### src/rtl/dlatch_write_sched_pkg.sv
// Shared types and constants for the D-latch write scheduler.
// Holds the FSM state enum, a clog2 helper and the default timing.
package dlatch_sched_pkg;

    typedef enum logic [2:0] {
        ST_IDLE  = 3'd0,
        ST_SETUP = 3'd1,
        ST_PULSE = 3'd2,
        ST_HOLD  = 3'd3,
        ST_ACK   = 3'd4
    } state_e;

    localparam int DEF_NUM_REQ   = 4;
    localparam int DEF_NUM_LAT   = 4;
    localparam int DEF_WIDTH     = 1;
    localparam int DEF_AW        = 2;
    localparam int DEF_SETUP_CYC = 1;
    localparam int DEF_PULSE_CYC = 2;
    localparam int DEF_HOLD_CYC  = 1;

    // Smallest r with 2**r >= v (0 for v <= 1).
    function automatic int clog2(input int v);
        int r;
        r = 0;
        for (int i = 0; i < 31; i++) begin
            if ((1 << i) < v) begin
                r = i + 1;
            end
        end
        return r;
    endfunction

    function automatic int max3(input int a, input int b, input int c);
        int m;
        m = a;
        if (b > m) begin
            m = b;
        end
        if (c > m) begin
            m = c;
        end
        return m;
    endfunction

endpackage

### src/rtl/dlatch_write_sched_if.sv
// Requester-side bus of the latch write scheduler.
// master: requesters (req/wdata/waddr out); slave: scheduler.
interface dlatch_write_sched_if
    import dlatch_sched_pkg::*;
#(
    parameter int NUM_REQ = DEF_NUM_REQ,
    parameter int WIDTH   = DEF_WIDTH,
    parameter int AW      = DEF_AW
) ();

    logic [NUM_REQ-1:0]       req;
    logic [NUM_REQ*WIDTH-1:0] wdata;
    logic [NUM_REQ*AW-1:0]    waddr;
    logic [NUM_REQ-1:0]       gnt;
    logic [NUM_REQ-1:0]       done;
    logic                     err;
    logic                     busy;

    modport master (
        output req, wdata, waddr,
        input  gnt, done, err, busy
    );

    modport slave (
        input  req, wdata, waddr,
        output gnt, done, err, busy
    );

endinterface

### src/rtl/dlatch_write_sched_rr_arbiter.sv
// Combinational round-robin pick: first req at or after ptr, wrapping.
// Ports: req, ptr in; one-hot gnt and its index idx out.
module rr_arbiter
    import dlatch_sched_pkg::*;
#(
    parameter int N  = DEF_NUM_REQ,
    parameter int PW = 2
) (
    input  logic [N-1:0]  req,
    input  logic [PW-1:0] ptr,
    output logic [N-1:0]  gnt,
    output logic [PW-1:0] idx
);

    logic found;
    int   j;

    always_comb begin
        gnt   = '0;
        idx   = '0;
        found = 1'b0;
        j     = 0;
        for (int k = 0; k < N; k++) begin
            j = int'(ptr) + k;
            if (j >= N) begin
                j = j - N;
            end
            if (!found && req[j]) begin
                found  = 1'b1;
                gnt[j] = 1'b1;
                idx    = PW'(j);
            end
        end
    end

endmodule

### src/rtl/dlatch_write_sched.sv
// Shares one write port into a bank of D latches among requesters.
// Ports: clk, rst_n (sync, active low); bus (requester side, slave);
// lat_d shared D, lat_en one En per word, lat_q readback from the bank.
module dlatch_write_sched
    import dlatch_sched_pkg::*;
#(
    parameter int NUM_REQ   = DEF_NUM_REQ,
    parameter int NUM_LAT   = DEF_NUM_LAT,
    parameter int WIDTH     = DEF_WIDTH,
    parameter int AW        = DEF_AW,
    parameter int SETUP_CYC = DEF_SETUP_CYC,
    parameter int PULSE_CYC = DEF_PULSE_CYC,
    parameter int HOLD_CYC  = DEF_HOLD_CYC
) (
    input  logic                     clk,
    input  logic                     rst_n,
    dlatch_write_sched_if.slave      bus,
    output logic [WIDTH-1:0]         lat_d,
    output logic [NUM_LAT-1:0]       lat_en,
    input  logic [NUM_LAT*WIDTH-1:0] lat_q
);

    localparam int PW   = (clog2(NUM_REQ) < 1) ? 1 : clog2(NUM_REQ);
    localparam int MAXC = max3(SETUP_CYC, PULSE_CYC, HOLD_CYC);
    localparam int TW   = (clog2(MAXC + 1) < 1) ? 1 : clog2(MAXC + 1);

    localparam logic [TW-1:0] SETUP_LD = TW'(SETUP_CYC - 1);
    localparam logic [TW-1:0] PULSE_LD = TW'(PULSE_CYC - 1);
    localparam logic [TW-1:0] HOLD_LD  = TW'(HOLD_CYC - 1);

    state_e               state_q, state_d;
    logic [TW-1:0]        timer_q, timer_d;
    logic [PW-1:0]        ptr_q, ptr_d;
    logic [PW-1:0]        idx_q, idx_d;
    logic [AW-1:0]        addr_q, addr_d;
    logic [WIDTH-1:0]     data_q, data_d;
    logic [NUM_REQ-1:0]   gnt_q, gnt_d;
    logic [NUM_REQ-1:0]   done_q, done_d;
    logic                 err_q, err_d;
    logic                 busy_q, busy_d;
    logic [WIDTH-1:0]     d_q, d_d;
    logic [NUM_LAT-1:0]   en_q, en_d;

    logic [NUM_REQ-1:0]   arb_gnt;
    logic [PW-1:0]        arb_idx;
    logic [AW-1:0]        sel_addr;
    logic [WIDTH-1:0]     sel_data;
    logic [NUM_LAT-1:0]   dec_en;
    logic [WIDTH-1:0]     q_sel;
    logic                 addr_ok;
    logic [PW-1:0]        ptr_next;

    rr_arbiter #(
        .N  (NUM_REQ),
        .PW (PW)
    ) u_arb (
        .req (bus.req),
        .ptr (ptr_q),
        .gnt (arb_gnt),
        .idx (arb_idx)
    );

    // Slice out the winner's address and data.
    always_comb begin
        sel_addr = '0;
        sel_data = '0;
        for (int i = 0; i < NUM_REQ; i++) begin
            if (arb_gnt[i]) begin
                sel_addr = bus.waddr[i*AW +: AW];
                sel_data = bus.wdata[i*WIDTH +: WIDTH];
            end
        end
    end

    // Address decode for En and readback; out-of-range hits nothing.
    always_comb begin
        dec_en  = '0;
        q_sel   = '0;
        addr_ok = (int'(addr_q) < NUM_LAT);
        for (int w = 0; w < NUM_LAT; w++) begin
            if (int'(addr_q) == w) begin
                dec_en[w] = 1'b1;
                q_sel     = lat_q[w*WIDTH +: WIDTH];
            end
        end
    end

    assign ptr_next = (int'(idx_q) == NUM_REQ - 1) ? '0 : idx_q + 1'b1;

    always_comb begin
        state_d = state_q;
        timer_d = timer_q;
        ptr_d   = ptr_q;
        idx_d   = idx_q;
        addr_d  = addr_q;
        data_d  = data_q;
        gnt_d   = gnt_q;
        done_d  = '0;
        err_d   = 1'b0;
        busy_d  = busy_q;
        d_d     = d_q;
        en_d    = en_q;
        unique case (state_q)
            ST_IDLE: begin
                if (|bus.req) begin
                    state_d = ST_SETUP;
                    idx_d   = arb_idx;
                    addr_d  = sel_addr;
                    data_d  = sel_data;
                    gnt_d   = arb_gnt;
                    d_d     = sel_data;
                    timer_d = SETUP_LD;
                    busy_d  = 1'b1;
                end
            end
            ST_SETUP: begin
                if (timer_q == '0) begin
                    state_d = ST_PULSE;
                    timer_d = PULSE_LD;
                    en_d    = dec_en;
                end else begin
                    timer_d = timer_q - 1'b1;
                end
            end
            ST_PULSE: begin
                if (timer_q == '0) begin
                    state_d = ST_HOLD;
                    timer_d = HOLD_LD;
                    en_d    = '0;
                end else begin
                    timer_d = timer_q - 1'b1;
                end
            end
            ST_HOLD: begin
                if (timer_q == '0) begin
                    // Latch has been closed for HOLD_CYC; Q is stable.
                    state_d = ST_ACK;
                    done_d  = gnt_q;
                    err_d   = !addr_ok || (q_sel != data_q);
                    ptr_d   = ptr_next;
                end else begin
                    timer_d = timer_q - 1'b1;
                end
            end
            ST_ACK: begin
                state_d = ST_IDLE;
                gnt_d   = '0;
                busy_d  = 1'b0;
            end
            default: begin
                state_d = ST_IDLE;
            end
        endcase
    end

    always_ff @(posedge clk) begin
        if (!rst_n) begin
            state_q <= ST_IDLE;
            timer_q <= '0;
            ptr_q   <= '0;
            idx_q   <= '0;
            addr_q  <= '0;
            data_q  <= '0;
            gnt_q   <= '0;
            done_q  <= '0;
            err_q   <= 1'b0;
            busy_q  <= 1'b0;
            d_q     <= '0;
            en_q    <= '0;
        end else begin
            state_q <= state_d;
            timer_q <= timer_d;
            ptr_q   <= ptr_d;
            idx_q   <= idx_d;
            addr_q  <= addr_d;
            data_q  <= data_d;
            gnt_q   <= gnt_d;
            done_q  <= done_d;
            err_q   <= err_d;
            busy_q  <= busy_d;
            d_q     <= d_d;
            en_q    <= en_d;
        end
    end

    assign bus.gnt  = gnt_q;
    assign bus.done = done_q;
    assign bus.err  = err_q;
    assign bus.busy = busy_q;
    assign lat_d    = d_q;
    assign lat_en   = en_q;

endmodule

### src/flat_wrapper.sv
// flat-port wrapper written by rule: the top's interface ports become plain ports
module dlatch_write_sched_flat import dlatch_sched_pkg::*;
#(
    parameter int NUM_REQ   = DEF_NUM_REQ,
    parameter int NUM_LAT   = DEF_NUM_LAT,
    parameter int WIDTH     = DEF_WIDTH,
    parameter int AW        = DEF_AW,
    parameter int SETUP_CYC = DEF_SETUP_CYC,
    parameter int PULSE_CYC = DEF_PULSE_CYC,
    parameter int HOLD_CYC  = DEF_HOLD_CYC
)
  (clk, rst_n, lat_d, lat_en, lat_q, bus_req, bus_wdata, bus_waddr, bus_gnt, bus_done, bus_err, bus_busy);
  dlatch_write_sched_if #(.NUM_REQ(NUM_REQ), .WIDTH(WIDTH), .AW(AW)) bus_i ();
  input  logic clk;
  input  logic rst_n;
  output logic [WIDTH-1:0] lat_d;
  output logic [NUM_LAT-1:0] lat_en;
  input  logic [NUM_LAT*WIDTH-1:0] lat_q;
  input wire logic [$bits(bus_i.req)-1:0] bus_req;
  input wire logic [$bits(bus_i.wdata)-1:0] bus_wdata;
  input wire logic [$bits(bus_i.waddr)-1:0] bus_waddr;
  output wire logic [$bits(bus_i.gnt)-1:0] bus_gnt;
  output wire logic [$bits(bus_i.done)-1:0] bus_done;
  output wire logic [$bits(bus_i.err)-1:0] bus_err;
  output wire logic [$bits(bus_i.busy)-1:0] bus_busy;
  assign bus_i.req = bus_req;
  assign bus_i.wdata = bus_wdata;
  assign bus_i.waddr = bus_waddr;
  assign bus_gnt = bus_i.gnt;
  assign bus_done = bus_i.done;
  assign bus_err = bus_i.err;
  assign bus_busy = bus_i.busy;
  dlatch_write_sched #(.NUM_REQ(NUM_REQ), .NUM_LAT(NUM_LAT), .WIDTH(WIDTH), .AW(AW), .SETUP_CYC(SETUP_CYC), .PULSE_CYC(PULSE_CYC), .HOLD_CYC(HOLD_CYC)) u_core (.clk(clk), .rst_n(rst_n), .bus(bus_i), .lat_d(lat_d), .lat_en(lat_en), .lat_q(lat_q));
endmodule
### config.mk
export PLATFORM = sky130hd
export DESIGN_NAME = dlatch_write_sched_flat
export DESIGN_NICKNAME = d
export VERILOG_FILES = /design/src/rtl/dlatch_write_sched_pkg.sv /design/src/rtl/dlatch_write_sched_if.sv /design/src/rtl/dlatch_write_sched_rr_arbiter.sv /design/src/rtl/dlatch_write_sched.sv /design/src/flat_wrapper.sv
export SDC_FILE = /design/constraint.sdc
export NUM_CORES = 1
export LEC_CHECK = 0
export ABC_CLOCK_PERIOD_IN_PS = 4600
export CORE_ASPECT_RATIO = 2
export CORE_UTILIZATION = 46
export CTS_CLUSTER_SIZE = 24
export DETAILED_ROUTE_END_ITERATION = 12
export PLACE_DENSITY = 0.75
export SLEW_MARGIN = 10
export SYNTH_ARGS = -nofsm -noshare
export SYNTH_HDL_FRONTEND = slang
export SYNTH_SLANG_ARGS = --single-unit
### constraint.sdc
create_clock -name clk -period 4.6 [get_ports clk]
set_input_delay 0.69 -clock clk [delete_from_list [all_inputs] [get_ports clk]]
set_output_delay 0.69 -clock clk [all_outputs]
set_load 0.02 [all_outputs]
==> metrics.txt <==
wire per inst 16.0 um; final period utilization 76.2%; # port buffers 36; Cell Area, Synth between 1500 and 2000 um^2; clock latency on the worst-skew pair 0.27 ns; Post-CTS Setup Inserts 0; Post-Route Setup TNS 0 ns; crit path capture type flip-flop; YS warnings 0; post-synth top area cell dfxtp_1; max_cap viols 0; row count 32; I/O pin cnt 37; CP delay by family, top compound AO/OA/AOI/OAI gates; Worst path max stage delay 0.72 ns; Clock Sinks 26; DRT Pass-1 Iters 4; hold slack 0.462 ns; share of cells above drive strength 1 8.05%; crit-path cells inv_1 > ha_1 > or3b_2 > a2111o_1 > a31o_2 > and2_1 > a311oi_1 > o32ai_1; antenna diode count 0; dpl cell area between 2000 and 2500 um^2; number of hold buffers added after CTS 0; Worst VDD drop 241 uV; GPL Wtd Cong 0.903; Setup Viol. Count Final 0; CTS tree done; CTS clock-pin slew for the worst setup and hold paths 0.09 ns; nets 270; synthesized flop and latch total 26; crit path kind reg2reg; Async SR Flop Fraction 0%; Final ANT Viol Nets 0; DP HPWL 3610 um; share of the synthesized area in the top cell type 28.1%; Cells after Synth between 200 and 250; DRC Markers 0; Clock Tree Buf Depth 2; via count 1722; first-pass GRT wire length 7590 um; Final min period between 3 and 4 ns; clk_skew 0.00892 ns; H-Tree Depth 1; largest net degree at the start of global routing 20; Post-synth EDFFs 0; top cells by area, synth dfxtp_1 28%, ha_1 6.8%, mux4_2 4.9%; Synth-to-Final Area Change 20.9%; cell leakage power 0.000827 uW; final setup margin 1.09 ns; gr ovfl total 0; crit path max fanout 15; initial core utilization 48.2%; vias in the first global route 1672; die area about 4300 um^2; root buf cell clkbuf_8; Critical Path RT 4.73 ns; Synthesized Nets 245; 1st-iter DRT viols 46; CP bufs+invs 1; ys flop type dfxtp_1; crit path max-delay cell type dfxtp_1; Tot GR Track Use between 20% and 30%; synth cell count leaders 26 x dfxtp_1, 18 x nor2_1, 15 x nand2_1; worst-margin pin slew 1.09 ns; sequential area share after synthesis 28.1%; Unique masters post-synth 49; R2R Setup Slk 1.09 ns; Final Hold Fails 0; Mapped Avg Cell Area 8.69 um^2; pre-CTS setup slack between 1 and 1.5 ns; CTS resizes 0; initial antenna violation count 0; WP data arrival 3.64 ns; unrepaired setup endpoints after global routing false; Core Area 3840 um^2; Max Clock Freq 285 MHz; Post-Route WL 4600 um; Post-Layout Inst Area ~2200 um^2; Power Density 430 nW/um^2; outcome complete, no violations; most frequent cell after synthesis dfxtp_1; vias per cell 6.00; Die Height 91.7 um; Worst slew margin about a quarter; Die Wd 46.9 um; Max Slew Vio Count 0; utilization after layout 58.2%; crit path launch type flip-flop; HP Class reg2reg; number of buffers created by CTS 3
## placed cells by master, fill, tap and decap left out, drive strengths merged, types with 2 or more instances in the layout
cell           netlist  routed
a21boi               3       3
ha                  10      10
nand2               15      15
a21oi                9       9
o211ai               3       3
nor3b                3       3
and3                 5       5
mux2i                8       8
dfxtp               26      26
o32ai                3       3
nor2                18      18
a311oi               5       5
a31oi                2       2
inv                 10      10
clkdlybuf4s50        0      36
a22o                 2       2
a22oi                2       2
nand3                4       4
a2111o               3       3
a2111oi              2       2
a2bb2oi              3       3
clkbuf              11       3
nor2b                6       6
o21ai                5       5
o41ai                6       6
or3                  2       2
and2                 6       6
a211oi               2       2
nand4                8       8
mux4                 4       4
xor2                 2       2
nor3                 9       9
## metal layers
metal / wire (um) / vias to the layer above / GRT usage, %
met5: 0 / - / 0
met4: 143 / 0 / 10.0
met1: 1670 / 813 / 26.4
met3: 135 / 14 / 2.56
met2: 2640 / 51 / 41.3
li1: - / 844 / -
## worst paths after layout
kind | start | end | cells past startpoint
max reg2reg | u_core.ptr_q[0]$_SDFFE_PN0P_ | u_core.addr_q[1]$_SDFFE_PN0P_ | 8
max | u_core.ptr_q[0]$_SDFFE_PN0P_ | u_core.addr_q[1]$_SDFFE_PN0P_ | 8
min reg2reg | u_core.bus.busy$_SDFFE_PN0P_ | u_core.bus.busy$_SDFFE_PN0P_ | 2
min | u_core.bus.busy$_SDFFE_PN0P_ | u_core.bus.busy$_SDFFE_PN0P_ | 2
## per-stage QoR
step / instances / total power [uW]
finish: 287 / 962
global route: 287 / 1040
CTS: 287 / 965
detailed placement: 284 / 840
global placement: 284 / 832
floorplan: 213 / 703
## state kept, by name, indices dropped and copies added, names as in the netlist
register,flops
u_core.addr_q,2
u_core.bus.done,4
u_core.bus.gnt,4
u_core.bus.busy,1
u_core.state_q,3
u_core.idx_q,2
u_core.bus.err,1
u_core.ptr_q,2
u_core.lat_en,4
u_core.timer_q,2
u_core.data_q,1
## final cells by class
| cell class | count | area (um^2) |
|---|---|---|
| sequential | 26 | 520 |
| timing repair buffer | 36 | 360 |
| clock buffer | 3 | 41.3 |
| fill | 369 | 1610 |
| inverter | 11 | 41.3 |
| multi-input combinational | 160 | 1210 |
| tap | 51 | 63.8 |
## worst register-to-register path: stages (launching register included)
cell      delay [ns]
dfxtp_1         0.72
inv_1           0.29
ha_1            0.49
or3b_2          0.51
a2111o_1        0.41
a31o_2          0.25
and2_1          0.19
a311oi_1        0.35
o32ai_1         0.16
## report_power, final
| part | internal, uW | switching [uW] | total, uW |
|---|---|---|---|
| Sequential | 279 | 81.8 | 361 |
| Combinational | 218 | 257 | 475 |
| Clock | 58.7 | 67.6 | 126 |
| Total | 556 | 406 | 962 |
## cells by family after synthesis
kind of cell / after synthesis / share of synthesized area [%]
adder cells (fa/ha/maj): 10 / 6.76
XOR/XNOR: 3 / 1.42
buffers and inverters: 27 / 6.82
multiplexers: 13 / 10.0
AND/OR/NAND/NOR: 81 / 22.8
AO/OA/AOI/OAI: 53 / 24.1
flip-flops: 26 / 28.1
(Power assumes the default switching activity.)
